### src/rtl/multicycle_control_fsm.sv
// Multicycle RISC-V control sequencer.
// Steps lw, sw, R-type, I-type ALU and beq through fetch, decode, execute and
// writeback. It drives the ALU operation code, the ALU source selects and the
// datapath write enables.
//
// state | meaning
// ------+------------------------------------------------------------
// 0     | FETCH    : read the instruction, load IR, PC <= PC + 4
// 1     | DECODE   : ALUOut <= OldPC + imm (branch target), dispatch
// 2     | MEMADR   : ALU computes rs1 + imm for lw/sw
// 3     | MEMREAD  : read data memory at ALUOut
// 4     | MEMWB    : write loaded data to the register file
// 5     | MEMWRITE : write rs2 data to memory at ALUOut
// 6     | EXECR    : ALU computes rs1 op rs2
// 7     | EXECI    : ALU computes rs1 op imm
// 8     | ALUWB    : write ALUOut to the register file
// 9     | BEQ      : compare rs1 and rs2, PC <= ALUOut if they are equal
// 10-15 | unused   : return to FETCH with all enables low
module multicycle_control_fsm (
    input  logic       clk,
    input  logic       reset,
    input  logic [6:0] opcode,
    input  logic [2:0] funct3,
    input  logic       funct7b5,
    input  logic       zero,
    output logic       pc_write,
    output logic       ir_write,
    output logic       adr_src,
    output logic       mem_write,
    output logic       reg_write,
    output logic [1:0] result_src,
    output logic [1:0] alu_src_a,
    output logic [1:0] alu_src_b,
    output logic [3:0] ALU_control,
    output logic [3:0] state
);

    localparam logic [3:0] ALU_ADD = 4'b0010;
    localparam logic [3:0] ALU_SUB = 4'b0110;
    localparam logic [3:0] ALU_AND = 4'b0000;
    localparam logic [3:0] ALU_OR  = 4'b0001;
    localparam logic [3:0] ALU_SLT = 4'b0111;
    localparam logic [3:0] ALU_NOP = 4'b1111;

    localparam logic [6:0] OP_LOAD  = 7'b0000011;
    localparam logic [6:0] OP_STORE = 7'b0100011;
    localparam logic [6:0] OP_RTYPE = 7'b0110011;
    localparam logic [6:0] OP_ITYPE = 7'b0010011;
    localparam logic [6:0] OP_BEQ   = 7'b1100011;

    typedef enum logic [3:0] {
        S_FETCH    = 4'd0,
        S_DECODE   = 4'd1,
        S_MEMADR   = 4'd2,
        S_MEMREAD  = 4'd3,
        S_MEMWB    = 4'd4,
        S_MEMWRITE = 4'd5,
        S_EXECR    = 4'd6,
        S_EXECI    = 4'd7,
        S_ALUWB    = 4'd8,
        S_BEQ      = 4'd9
    } state_t;

    state_t state_q;
    state_t state_d;

    logic pc_write_d;
    logic ir_write_d;
    logic mem_write_d;
    logic reg_write_d;

    // funct3 to ALU code; sub_sel is funct7b5 for R-type and tied low for I-type
    function automatic logic [3:0] alu_decode(input logic [2:0] f3, input logic sub_sel);
        logic [3:0] code;
        case (f3)
            3'b000:  code = sub_sel ? ALU_SUB : ALU_ADD;
            3'b010:  code = ALU_SLT;
            3'b110:  code = ALU_OR;
            3'b111:  code = ALU_AND;
            default: code = ALU_NOP;
        endcase
        return code;
    endfunction

    // State register; reset lands in FETCH immediately
    always_ff @(posedge clk or posedge reset) begin
        if (reset) begin
            state_q <= S_FETCH;
        end else begin
            state_q <= state_d;
        end
    end

    // Next-state and Moore output decode
    always_comb begin
        state_d     = S_FETCH;
        pc_write_d  = 1'b0;
        ir_write_d  = 1'b0;
        mem_write_d = 1'b0;
        reg_write_d = 1'b0;
        adr_src     = 1'b0;
        result_src  = 2'b00;
        alu_src_a   = 2'b00;
        alu_src_b   = 2'b00;
        ALU_control = ALU_ADD;
        case (state_q)
            S_FETCH: begin
                ir_write_d = 1'b1;
                pc_write_d = 1'b1;
                alu_src_b  = 2'b10;
                result_src = 2'b10;
                state_d    = S_DECODE;
            end
            S_DECODE: begin
                alu_src_a = 2'b01;
                alu_src_b = 2'b01;
                case (opcode)
                    OP_LOAD, OP_STORE: state_d = S_MEMADR;
                    OP_RTYPE:          state_d = S_EXECR;
                    OP_ITYPE:          state_d = S_EXECI;
                    OP_BEQ:            state_d = S_BEQ;
                    default:           state_d = S_FETCH;
                endcase
            end
            S_MEMADR: begin
                alu_src_a = 2'b10;
                alu_src_b = 2'b01;
                state_d   = (opcode == OP_LOAD) ? S_MEMREAD : S_MEMWRITE;
            end
            S_MEMREAD: begin
                adr_src = 1'b1;
                state_d = S_MEMWB;
            end
            S_MEMWB: begin
                result_src  = 2'b01;
                reg_write_d = 1'b1;
                state_d     = S_FETCH;
            end
            S_MEMWRITE: begin
                adr_src     = 1'b1;
                mem_write_d = 1'b1;
                state_d     = S_FETCH;
            end
            S_EXECR: begin
                alu_src_a   = 2'b10;
                ALU_control = alu_decode(funct3, funct7b5);
                state_d     = S_ALUWB;
            end
            S_EXECI: begin
                alu_src_a   = 2'b10;
                alu_src_b   = 2'b01;
                ALU_control = alu_decode(funct3, 1'b0);
                state_d     = S_ALUWB;
            end
            S_ALUWB: begin
                reg_write_d = 1'b1;
                state_d     = S_FETCH;
            end
            S_BEQ: begin
                alu_src_a   = 2'b10;
                ALU_control = ALU_SUB;
                pc_write_d  = zero;
                state_d     = S_FETCH;
            end
            default: begin
                state_d = S_FETCH;
            end
        endcase
    end

    // Enables are held low for as long as reset is asserted
    always_comb begin
        pc_write  = pc_write_d & ~reset;
        ir_write  = ir_write_d & ~reset;
        mem_write = mem_write_d & ~reset;
        reg_write = reg_write_d & ~reset;
    end

    assign state = state_q;

endmodule

### config.mk
export PLATFORM = sky130hd
export DESIGN_NAME = multicycle_control_fsm
export DESIGN_NICKNAME = d
export VERILOG_FILES = /design/src/rtl/multicycle_control_fsm.sv
export SDC_FILE = /design/constraint.sdc
export NUM_CORES = 1
export LEC_CHECK = 0
export ABC_AREA = 1
export CELL_PAD_IN_SITES_DETAIL_PLACEMENT = 1
export CELL_PAD_IN_SITES_GLOBAL_PLACEMENT = 1
export CORE_MARGIN = 8
export CORE_UTILIZATION = 34
export CTS_CLUSTER_DIAMETER = 40
export CTS_CLUSTER_SIZE = 12
export DETAILED_ROUTE_END_ITERATION = 8
export DONT_BUFFER_PORTS = 1
export PLACE_DENSITY_LB_ADDON = 0.25
export SLEW_MARGIN = 25
export SYNTH_ARGS = -nofsm -noshare
export SYNTH_HDL_FRONTEND = slang
export SYNTH_SLANG_ARGS = --single-unit
export TNS_END_PERCENT = 5
### constraint.sdc
create_clock -name clk -period 1.1 [get_ports clk]
set_input_delay 0.165 -clock clk [delete_from_list [all_inputs] [get_ports clk]]
set_output_delay 0.165 -clock clk [all_outputs]
set_load 0.01 [all_outputs]
==> flow_summary.toml <==
[detailed_routing]
number_of_remaining_drc_errors = 0
detailroute.via_count = 583
detail_route.wl_per_cell_um = 13.0
drt-pass1-iter-count = 2
detailedRoute.firstIterationViolations = 1
finalWirelength_um = 1540
post_drt_via_cell_ratio = 4.90
route.antenna.remaining_nets = 0

[timing]
min_period_ns = 1.37
setup-tns-final_ns = -3.49
fraction_of_the_cycle_the_final_worst_path_needs = 1.24
worst_slew_margin_rel = 0.769
clock_skew_ns = 0.00121
finalSetupViolCount = 20
rsz0062_at_grt = "yes"
hold_violations = 0
max_freq_ghz = 0.730
max_slew_violation_total_from_the_final_report = 0
finalWorstSetupSlack_ns = -0.269
timing_worst_slew_pin_value_ns = 0.343

[clock_tree]
cts.root.buffer_cell = "sky130_fd_sc_hd__clkbuf_4"
number_of_buffers_between_clock_root_and_the_deepest_sink = 2
clock_sink_count = 4
clock_pin_slew_worst_setup_and_hold_paths_ns = 0.04
clkLatencyLatePin_ns = 0.24
cts_tree = "yes"
numCtsBuffers = 3
htree_num_levels = 1

[placed_design]
gp_congestion = 0.755
dpl.hpwl_um = 1280
place.detailed.instances = 112
place_ws_ns = -0.0814
io_buffers = 0
placed_area_um2 = 582

[logic_synthesis]
yosys-top-cells-area = "sky130_fd_sc_hd__dfrtp_1 (22%), sky130_fd_sc_hd__nand2_1 (20%), sky130_fd_sc_hd__inv_1 (13%), sky130_fd_sc_hd__nand3_1 (9.9%), sky130_fd_sc_hd__nor2_1 (9.9%)"
synth_top_cells_by_count = "sky130_fd_sc_hd__nand2_1 (24), sky130_fd_sc_hd__inv_1 (16), sky130_fd_sc_hd__nor2_1 (12), sky130_fd_sc_hd__nand3_1 (9)"
syn_area_per_cell_um2 = 5.37
yosysTopAreaCell = "sky130_fd_sc_hd__dfrtp_1"
yosysWarnings = 0
fraction_of_the_yosys_area_taken_by_sequential_cells = 0.219
ys_types = 14
mappedNetlistArea_um2 = 457
ys_dominant_reg_cell = "sky130_fd_sc_hd__dfrtp_1"
synth_top_cell_area_share = 0.219
synth_seq_cells = 4
instance_count_of_the_mapped_netlist = 85
async_flop_share = 1.00
net_count_after_synthesis = 99
synthMostInstantiatedCell = "sky130_fd_sc_hd__nand2_1"
edff_count_synth = 0

[global_route]
antenna_found_initial = 0
congestion_overflow_gr = 0
grt_start_max_net_pins = 8
grt_pass1_wl_um = 2340
gr-usage-all-layers = 0.109
grt_pass1_vias = 597

[power_and_ir_drop]
max-vdd-ir-drop_mv = 0.458
design_power_total_mw = 0.901
power_leakage_nw = 0.340
cell_pwr_density_mw_per_mm2 = 1300

[cells_and_area]
final_cell_area_um2 = 692
largest_register_ffs = 4
areaGrowthSynthToFinish_pct = 51.5
share_of_layout_cells_above_drive_strength_1 = 0.500
design.final.nets = 119
finalNonFillerCells = 119
antenna-diode-count = 0

[critical_path]
critPathKind = "flop to output port"
crit_start = "state[3]"
crit-reg2reg-launch = "state[3]"
start_kind = "flop"
timing.reg2reg.setup_slack_ns = -0.03
crit_path_end = "ALU_control[0]"
worst_r2r_endpoint = "state[3]"
critPathArrivalTime_ns = 1.20
required_ns = 0.94
endpoint_kind = "output port"
worst-path-max-fanout = 5
rr_worst_depth = 6

[run_status]
run_status = "finished with violations"
failed_checks = "negative setup slack"

[die]
initial_core_util = 0.355
placement_rows = 13
floorplan.io_pins = 33
design.die.area_mm2 = 0.00277
die_height_um = 52.7
die_w_um = 52.7
core_mm2 = 0.00128

[job]
max_cap_viol_count = 0

[worst_hold_path]
hold_path.class = "primary input to flop"
timing.hold.worst.start = "opcode[6]"
==> worst min-delay path by stage <==
stage                           to  depth (start not counted)
after floorplan           state[0]                          1
after global placement    state[0]                          1
after detailed placement  state[0]                          1
after CTS                 state[1]                          3
after global routing      state[1]                          3
final                     state[1]                          3
==> routing by layer <==
metal / vias to the layer above / part of all wire / global-route usage / wire (um)
met1: 258 / 0.41 / 0.115 / 637
met2: 25 / 0.47 / 0.180 / 719
met4: 0 / 0.012 / 0.0647 / 18
met3: 2 / 0.11 / 0.0398 / 169
li1: 298 / - / - / -
met5: - / 0 / 0 / 0
==> logic make-up (layout without fill, tap and decap cells) <==
group | Yosys count | after routing | share of synthesized area
AO/OA/AOI/OAI | 8 | 8 | 0.0959
buffers and inverters | 18 | 37 | 0.148
flip-flops | 4 | 4 | 0.219
AND/OR/NAND/NOR | 55 | 55 | 0.537
==> layout make-up <==
type | count | area [um2]
multi-input combinational | 63 | 357
clock buffer | 4 | 26.3
tap | 15 | 18.8
timing repair buffer | 15 | 115
sequential | 4 | 105
fill | 189 | 593
inverter | 18 | 70.1
==> repair_timing <==
item                                    4_1_cts  5_1_grt
endpoints found under the setup margin       17       20
gates resized for setup                       6       14
setup buffers                                 1        1
hold buffers                                  1        0
endpoints found under the hold margin         4        0
pin swaps                                     1        5
==> critical path: stages, from the launching register on <==
cell	delay, ns
sky130_fd_sc_hd__dfrtp_2	0.44
sky130_fd_sc_hd__inv_2	0.09
sky130_fd_sc_hd__nand2_4	0.08
sky130_fd_sc_hd__nor2_4	0.15
sky130_fd_sc_hd__inv_2	0.07
sky130_fd_sc_hd__a21oi_4	0.14
==> through the flow <==
stage | hold WS [ns] | util
6_report | 0.0794 | 0.538
5_1_grt | 0.0821 | 0.538
4_1_cts | 0.0805 | 0.503
3_5_place_dp | -0.0405 | 0.453
3_3_place_gp | -0.0417 | 0.453
2_1_floorplan | -0.0608 | -
==> power by group <==
group / internal (mW) / total (mW) / switching, mW
sequential: 0.173 / 0.223 / 0.0496
combinational: 0.158 / 0.472 / 0.314
clock: 0.137 / 0.206 / 0.0691
==> cells in the final DEF (no fill, tap or decap), types with 2 or more instances in the layout <==
cell type,n
sky130_fd_sc_hd__nor2_1,6
sky130_fd_sc_hd__inv_1,11
sky130_fd_sc_hd__o21ai_0,2
sky130_fd_sc_hd__nand2_2,6
sky130_fd_sc_hd__inv_2,6
sky130_fd_sc_hd__nand3_1,9
sky130_fd_sc_hd__buf_4,14
sky130_fd_sc_hd__nor2_2,8
sky130_fd_sc_hd__nor2_4,3
sky130_fd_sc_hd__a21oi_2,3
sky130_fd_sc_hd__dfrtp_2,4
sky130_fd_sc_hd__nand2_1,20
sky130_fd_sc_hd__clkbuf_4,3
Power figures use the tool's default switching activity.
